$ cat config.mk
export PLATFORM = sky130hd
export DESIGN_NAME = seq_decode_unit
export DESIGN_NICKNAME = d
export VERILOG_FILES = /design/src/rtl/seq_decode_unit_pkg.sv /design/src/rtl/seq_decode_unit_onehot_decoder.sv /design/src/rtl/seq_decode_unit.sv
export SDC_FILE = /design/constraint.sdc
export NUM_CORES = 1
export LEC_CHECK = 0
export CORE_MARGIN = 10
export CORE_UTILIZATION = 35
export DETAILED_ROUTE_END_ITERATION = 10
export DONT_BUFFER_PORTS = 1
export GPL_ROUTABILITY_DRIVEN = 0
export SLEW_MARGIN = 5
export SYNTH_ARGS = -nofsm -noshare
export SYNTH_HDL_FRONTEND = slang
export SYNTH_HIERARCHICAL = 1
export SYNTH_SLANG_ARGS = --single-unit
$ cat constraint.sdc
create_clock -name clk -period 1.01 [get_ports clk]
set_input_delay 0.101 -clock clk [delete_from_list [all_inputs] [get_ports clk]]
set_output_delay 0.101 -clock clk [all_outputs]
set_load 0.05 [all_outputs]
$ cat src/rtl/seq_decode_unit_pkg.sv
`default_nettype none
// ============================================================================
// Module  : seq_decode_unit_pkg
// Purpose : Shared widths, width helpers and opcode names for the sequence
//           decode unit and its one-hot decoder.
// Ports   : none (package)
// Revision: 1.0 - initial parametrised release
// ============================================================================
package seq_decode_unit_pkg;

  localparam int DEF_OP_WIDTH = 3;
  localparam int DEF_SC_WIDTH = 4;

  // Width of the one-hot opcode vector D for a given opcode field width.
  function automatic int d_width(input int op_width);
    return 1 << op_width;
  endfunction

  // Width of the one-hot timing vector T for a given counter width.
  function automatic int t_width(input int sc_width);
    return 1 << sc_width;
  endfunction

  // Named opcode indices for the default 3-bit opcode field.
  typedef enum logic [DEF_OP_WIDTH-1:0] {
    OP_AND    = 3'd0,
    OP_ADD    = 3'd1,
    OP_LDA    = 3'd2,
    OP_STA    = 3'd3,
    OP_BUN    = 3'd4,
    OP_BSA    = 3'd5,
    OP_ISZ    = 3'd6,
    OP_IO_REG = 3'd7
  } opcode_e;

endpackage
`default_nettype wire

$ cat src/rtl/seq_decode_unit_onehot_decoder.sv
`default_nettype none
// ============================================================================
// Module  : onehot_decoder
// Purpose : Pure combinational N-to-2**N one-hot decoder.
// Ports   : sel_in     [IN_WIDTH-1:0]      binary select
//           onehot_out [2**IN_WIDTH-1:0]   onehot_out[sel_in] = 1, others 0
// Revision: 1.0 - initial parametrised release
// ============================================================================
module onehot_decoder
  import seq_decode_unit_pkg::*;
#(
  parameter int IN_WIDTH = DEF_OP_WIDTH
) (
  input  logic [IN_WIDTH-1:0]           sel_in,
  output logic [d_width(IN_WIDTH)-1:0]  onehot_out
);

  localparam int OUT_W = d_width(IN_WIDTH);

  // Each output bit is an independent equality compare, so exactly one bit
  // is high for any known select value.
  for (genvar gi = 0; gi < OUT_W; gi++) begin : g_bit
    assign onehot_out[gi] = (sel_in == IN_WIDTH'(gi));
  end

endmodule
`default_nettype wire

$ cat src/rtl/seq_decode_unit.sv
`default_nettype none
// ============================================================================
// Module  : seq_decode_unit
// Purpose : Registered opcode decoder plus control sequence counter with its
//           one-hot timing vector.
// Ports   : clk, reset_n (async active-low)
//           ir_load, op_in[OP_WIDTH], ind_in  - instruction register fields
//           sc_inc, sc_clr                    - sequence counter control
//           d_out[2**OP_WIDTH], d_valid, ind  - registered decode
//           sc[SC_WIDTH], t_out[2**SC_WIDTH]  - counter and timing vector
//           sc_wrap                           - one-cycle wrap/overflow pulse
// Revision: 1.0 - initial parametrised release
// ============================================================================
module seq_decode_unit
  import seq_decode_unit_pkg::*;
#(
  parameter int OP_WIDTH = DEF_OP_WIDTH,
  parameter int SC_WIDTH = DEF_SC_WIDTH,
  parameter int SC_WRAP  = 1
) (
  input  logic                          clk,
  input  logic                          reset_n,
  input  logic                          ir_load,
  input  logic [OP_WIDTH-1:0]           op_in,
  input  logic                          ind_in,
  input  logic                          sc_inc,
  input  logic                          sc_clr,
  output logic [d_width(OP_WIDTH)-1:0]  d_out,
  output logic                          d_valid,
  output logic                          ind,
  output logic [SC_WIDTH-1:0]           sc,
  output logic [t_width(SC_WIDTH)-1:0]  t_out,
  output logic                          sc_wrap
);

  localparam int                D_W    = d_width(OP_WIDTH);
  localparam logic [SC_WIDTH-1:0] SC_MAX = '1;

  logic [OP_WIDTH-1:0] op_sel;
  logic [D_W-1:0]      op_onehot;

  logic [D_W-1:0]      d_d,       d_q;
  logic                d_valid_d, d_valid_q;
  logic                ind_d,     ind_q;
  logic [SC_WIDTH-1:0] sc_d,      sc_q;
  logic                sc_wrap_d, sc_wrap_q;

  // op_in is only looked at when a load is requested, so an undriven opcode
  // bus between instructions never reaches the decoder.
  assign op_sel = ir_load ? op_in : '0;

  onehot_decoder #(.IN_WIDTH(OP_WIDTH)) u_op_dec (
    .sel_in     (op_sel),
    .onehot_out (op_onehot)
  );

  always_comb begin
    d_d       = d_q;
    d_valid_d = d_valid_q;
    ind_d     = ind_q;
    sc_d      = sc_q;
    sc_wrap_d = 1'b0;

    // A load on the same edge as a clear starts the next instruction, so it
    // wins over retirement of the current one.
    if (ir_load) begin
      d_d       = op_onehot;
      ind_d     = ind_in;
      d_valid_d = 1'b1;
    end else if (sc_clr) begin
      d_valid_d = 1'b0;
    end

    if (sc_clr) begin
      sc_d = '0;
    end else if (sc_inc) begin
      if (sc_q == SC_MAX) begin
        sc_wrap_d = 1'b1;
        if (SC_WRAP != 0) begin
          sc_d = '0;
        end
      end else begin
        sc_d = sc_q + SC_WIDTH'(1);
      end
    end
  end

  always_ff @(posedge clk or negedge reset_n) begin
    if (!reset_n) begin
      d_q       <= '0;
      d_valid_q <= 1'b0;
      ind_q     <= 1'b0;
      sc_q      <= '0;
      sc_wrap_q <= 1'b0;
    end else begin
      d_q       <= d_d;
      d_valid_q <= d_valid_d;
      ind_q     <= ind_d;
      sc_q      <= sc_d;
      sc_wrap_q <= sc_wrap_d;
    end
  end

  // T is decoded straight from the counter flops, so it only changes on clk
  // and shows T0 while reset holds sc at zero.
  onehot_decoder #(.IN_WIDTH(SC_WIDTH)) u_t_dec (
    .sel_in     (sc_q),
    .onehot_out (t_out)
  );

  assign d_out   = d_q;
  assign d_valid = d_valid_q;
  assign ind     = ind_q;
  assign sc      = sc_q;
  assign sc_wrap = sc_wrap_q;

endmodule
`default_nettype wire
### After elaboration in Yosys (flattened, before gate mapping)

Index checks and enable logic that the tools add are counted.

| operators by class | value |
|---|---|
| add/subtract/negate cells | 1 |
| equal/unequal tests | 22 |
| multiplexer cells | 9 |
| reduce and logical (&&, ||, !) cells | 4 |

Operator list:

| kind | number |
|---|---|
| 4-bit equality test, second input constant | 8 |
| 4-bit by 3-bit equality test with 1-bit output, second input constant | 4 |
| 3-bit equality test, second input constant | 4 |
| 4-bit two-way mux | 3 |
| 4-bit by 2-bit equality test with 1-bit output, second input constant | 2 |
| 3-bit by 2-bit equality test with 1-bit output, second input constant | 2 |
| 1-bit two-way mux | 5 |
| 4-bit by 1-bit adder with 4-bit output, second input constant | 1 |
| 4-bit by 1-bit equality test with 1-bit output, second input constant | 1 |
| 4-bit logical NOT | 1 |
| 2-bit nonzero test | 2 |
| 3-bit by 1-bit equality test with 1-bit output, second input constant | 1 |
| 3-bit logical NOT | 1 |
| 3-bit two-way mux | 1 |

| word-level totals | value |
|---|---|
| register bits | 15 |
| input port bits | 9 |
| word-level logic and storage cells | 41 |

### Longest topological paths before layout

| logic depth | value |
|---|---|
| depth after elaboration | 4 |
| gate-level depth with buffers | 4 |

### Cells and area by module

Netlist, hierarchy kept.

Modules (own cells, without submodules):

| module | instances | cells an instance | area an instance (um2) | seq. area each (um2) |
|---|---|---|---|---|
| seq_decode_unit | 1 | 48 | 618.1 | 375.4 |
| onehot_decoder (u_t_dec) | 1 | 20 | 226.5 | 0.0 |
| onehot_decoder (u_op_dec) | 1 | 8 | 65.1 | 0.0 |

### Worst setup path before layout

Ideal clock, no wire load.

| timing path | value |
|---|---|
| kind | register to output |
| from | register sc_q[0], in the netlist sc[0] |
| to | output t_out[1] |
| data arrival time | 1928 ps |
| path slack | -1019 ps |
| cell stages (with the launch flop) | 3 |
| path buffers | 1 |
| cells stage by stage | dfrtp_1 > buf_4 > nor4b_2 |

| between the ends | value |
|---|---|
| longest elaborated chain between the ends | 1 |

Ends and longest elaborated chain:

| what | line | source |
|---|---|---|
| start, declared | seq_decode_unit.sv:45 | `logic [SC_WIDTH-1:0] sc_d, sc_q;` |
| start signal, assigned | seq_decode_unit.sv:93 | `sc_q <= '0;` |
| start signal, assigned | seq_decode_unit.sv:99 | `sc_q <= sc_d;` |
| 4-bit by 1-bit equality test with 1-bit output | seq_decode_unit_onehot_decoder.sv:23 | `assign onehot_out[gi] = (sel_in == IN_WIDTH'(gi));` |
| end, declared | seq_decode_unit.sv:32 | `output logic [t_width(SC_WIDTH)-1:0] t_out,` |

Every way passes these cells.

### Worst setup path in the final report

| timing path | value |
|---|---|
| from | register sc_q[0], in the netlist sc[0] |
| to | output t_out[0] |

| between the ends | value |
|---|---|
| longest elaborated chain between the ends | 1 |

Ends and longest elaborated chain:

| what | line |
|---|---|
| 4-bit logical NOT | seq_decode_unit_onehot_decoder.sv:23 |

Every way passes these cells.

==> run metrics <==
outcome finished with violations; failing checks setup timing; top post-synthesis cells by count dfrtp_1, mux2_2; sequential cell area just under 400 um2; CP Cell Sequence buf_12 > nor4_4 > buf_12; CTS Buf Count 3; Max Fclk 0.6492 GHz; area of the multi-input gates 589.3 um2; Global Route Usage Sum 0.09732; crit path to t_out[0]; r2r endpoint sc[3]$_DFFE_PN0P_; Reg2Reg Setup Slack -0.42 ns; Area growth, synth to finish 90.51%; vias per std cell ~5.2; vias around 820; Cell Rows 18; final setup violation count 25; worst r2r src sc[0]$_DFFE_PN0P_; # diodes 0; DRT antenna net count 0; TritonCTS clock tree built; Net count, final between 100 and 150; maxcap violations 0; Slew Limit Headroom 0.5518; Primary FF master, synth dfrtp_1; endpoints failing hold 0; Worst Skew between 0.0002 and 0.00025 ns; Post-Route WL about 2.7 mm; period utilization 1.525; Clock Pin Slew Worst Setup and Hold Paths 0.09 ns; LEAKAGE 0.0007590 uW; die area 5038 um2; post-synthesis async set-or-reset flop share 1.000; post-synth top area share 0.4127; pwr/cell area between 800 and 900 nW/um2; I/O Pins 40; htree depth 1; Max VDD drop roughly 840 uV; fill count 173; CP peak stage delay roughly 0.52 ns; Setup TNS -10.55 ns; Clock Tree Buf Depth 2; Initial Util 0.3672; fin. max-slew vios 0; DRC 0; Hold WC Path Type in -> reg; CP endpoint kind primary output; GR Overflow Total 0; Critical Path AT between 1 and 1.5 ns; clk sinks 15; Die W about 70 um; hold slack ~0.014 ns; 1st-pass router iterations 4; Synth Cell Area roughly 910 um2; CP most frequent cell buf_12; worst-margin pin slew 0.6700 ns; Synth area leaders dfrtp_1, mux2_2, nor4b_2, and4bb_1, and4b_1; final setup margin -0.5304 ns; Synth Net Count 86; PortBufs 0; layout cells sized above 1 0.7222; Worst-Skew Late Latency 0.28 ns; Synth area leader dfrtp_1; YS warnings 6; Final min period approximately 1.5 ns; DR WL/cell between 15 and 20 um; Clk Tree Root Cell clkbuf_4; critical path's slowest cell dfrtp_4; Worst Path Required about 0.9 ns; post-DP HPWL 1.795 mm; initial antenna violation count 0; most common cell in the netlist dfrtp_1; starting DRC count in detailed routing 27; vias in the first global route 814; Seq cells post-synth 15; Worst Setup Start Kind flop; Syn Area/Cell roughly 12 um2; Critical Path Fanout Max 6; crit path from sc[0]$_DFFE_PN0P_; RSZ-0062 raised after global routing true; largest net degree at the start of global routing 21; first-pass GRT wire length ~4.1 mm; Syn Inst Count 76; Seq/Total Area, Yosys 0.4127; Post-synth EDFFs 0; die extent in y approximately 71 um; distinct cell type count after synthesis 29; CORE AREA roughly 2500 um2; Setup CP Type reg -> out; Design Power roughly 1500 uW; worst r2r path cells 6
-- metrics by stage --
| stage | area (um2) | setup WS [ns] | utilization | cells |
|---|---|---|---|---|
| after floorplan | 997.2 | -0.4988 | - | 76 |
| after global placement | 1438 | -0.2059 | 0.5803 | 135 |
| after detailed placement | 1438 | -0.2810 | 0.5803 | 135 |
| after CTS | 1595 | -0.5147 | 0.6439 | 147 |
| after global routing | 1733 | -0.5730 | 0.6995 | 156 |
| final | 1733 | -0.5304 | 0.6995 | 156 |
-- cells by family after synthesis --
group                      after synthesis  share of synthesized area
and+or+nand+nor                         38                     0.3687
DFF                                     15                     0.4127
muxes                                   10                     0.1224
buffers and inverters                    6                    0.04263
AOI/OAI and AO/OA                        5                    0.03025
xor gates and xnor gates                 1                   0.009630
adders and majority gates                1                    0.01375
-- how the worst min path moves through the flow --
stage | start | to | slack, ns | depth (start not counted)
finish | sc_inc | sc[1]$_DFFE_PN0P_ | 0.01 | 2
global route | sc_inc | sc[1]$_DFFE_PN0P_ | 0.03 | 2
CTS | sc_inc | sc[1]$_DFFE_PN0P_ | 0.003 | 2
detailed placement | reset_n | d_out[3]$_DFFE_PN0P_ | -0.19 | 0
global placement | reset_n | d_out[7]$_DFFE_PN0P_ | -0.19 | 0
floorplan | reset_n | d_out[0]$_DFFE_PN0P_ | -0.19 | 0
-- flip-flops by register name (all words and copies together) (netlist names) --
| signal | flops |
|---|---|
| d_out | 8 |
| sc | 4 |
| d_valid | 1 |
| ind | 1 |
| sc_wrap | 1 |
-- power by group --
part           switching, uW  leakage [uW]  internal [uW]
clock network            187     0.0000177            147
registers               21.3      0.000191            634
logic                    295      0.000550            232
-- layout make-up --
cell class	count	area share
Clock buffer	3	0.01300
Clock inverter	1	0.002888
Inverter	1	0.002166
Multi-Input combinational cell	55	0.3401
Sequential cell	15	0.2238
Tap cell	30	0.02166
Timing Repair Buffer	51	0.3964
-- per-layer routing --
metal | vias to the layer above | wire (um) | share of wire | GRT usage
met5 | - | 0 | 0 | 0
met4 | 0 | 22 | 0.0081 | 0.02581
met3 | 2 | 110 | 0.040 | 0.03208
met2 | 21 | 1574 | 0.58 | 0.1850
met1 | 404 | 1019 | 0.37 | 0.09816
li1 | 389 | - | - | -
-- timing repair --
item                                    CTS  global route
buffers inserted                          3            10
hold endpoints to repair                 30             0
hold buffers                              5             0
resized for setup                        10            16
endpoints found under the setup margin   25            35
pin swaps                                 2             7
-- critical path, delay by kind of cell (launching register included) --
kind	cells	cell delay [ns]
simple gates	1	0.31
buf+inv	2	0.33
flops	1	0.52
-- cells in the final DEF (no fill, tap or decap), types with 2 or more instances in the layout --
cell type      synthesis  routed
dlygate4sd3_1          0       4
nand2_1                3       2
clkbuf_4               0       3
and4bb_2               2       4
nand2_2                1       2
and4b_2                0       3
buf_12                 0      21
buf_6                  0       5
mux2_2                 9       9
nor3b_1                3       3
and2_4                 0       3
a21oi_2                0       2
and3b_2                3       3
nor2_1                 2       2
dfrtp_4                0       3
nor4b_4                0       4
buf_4                  4      19
dfrtp_1               15      11
(Power assumes the default switching activity.)
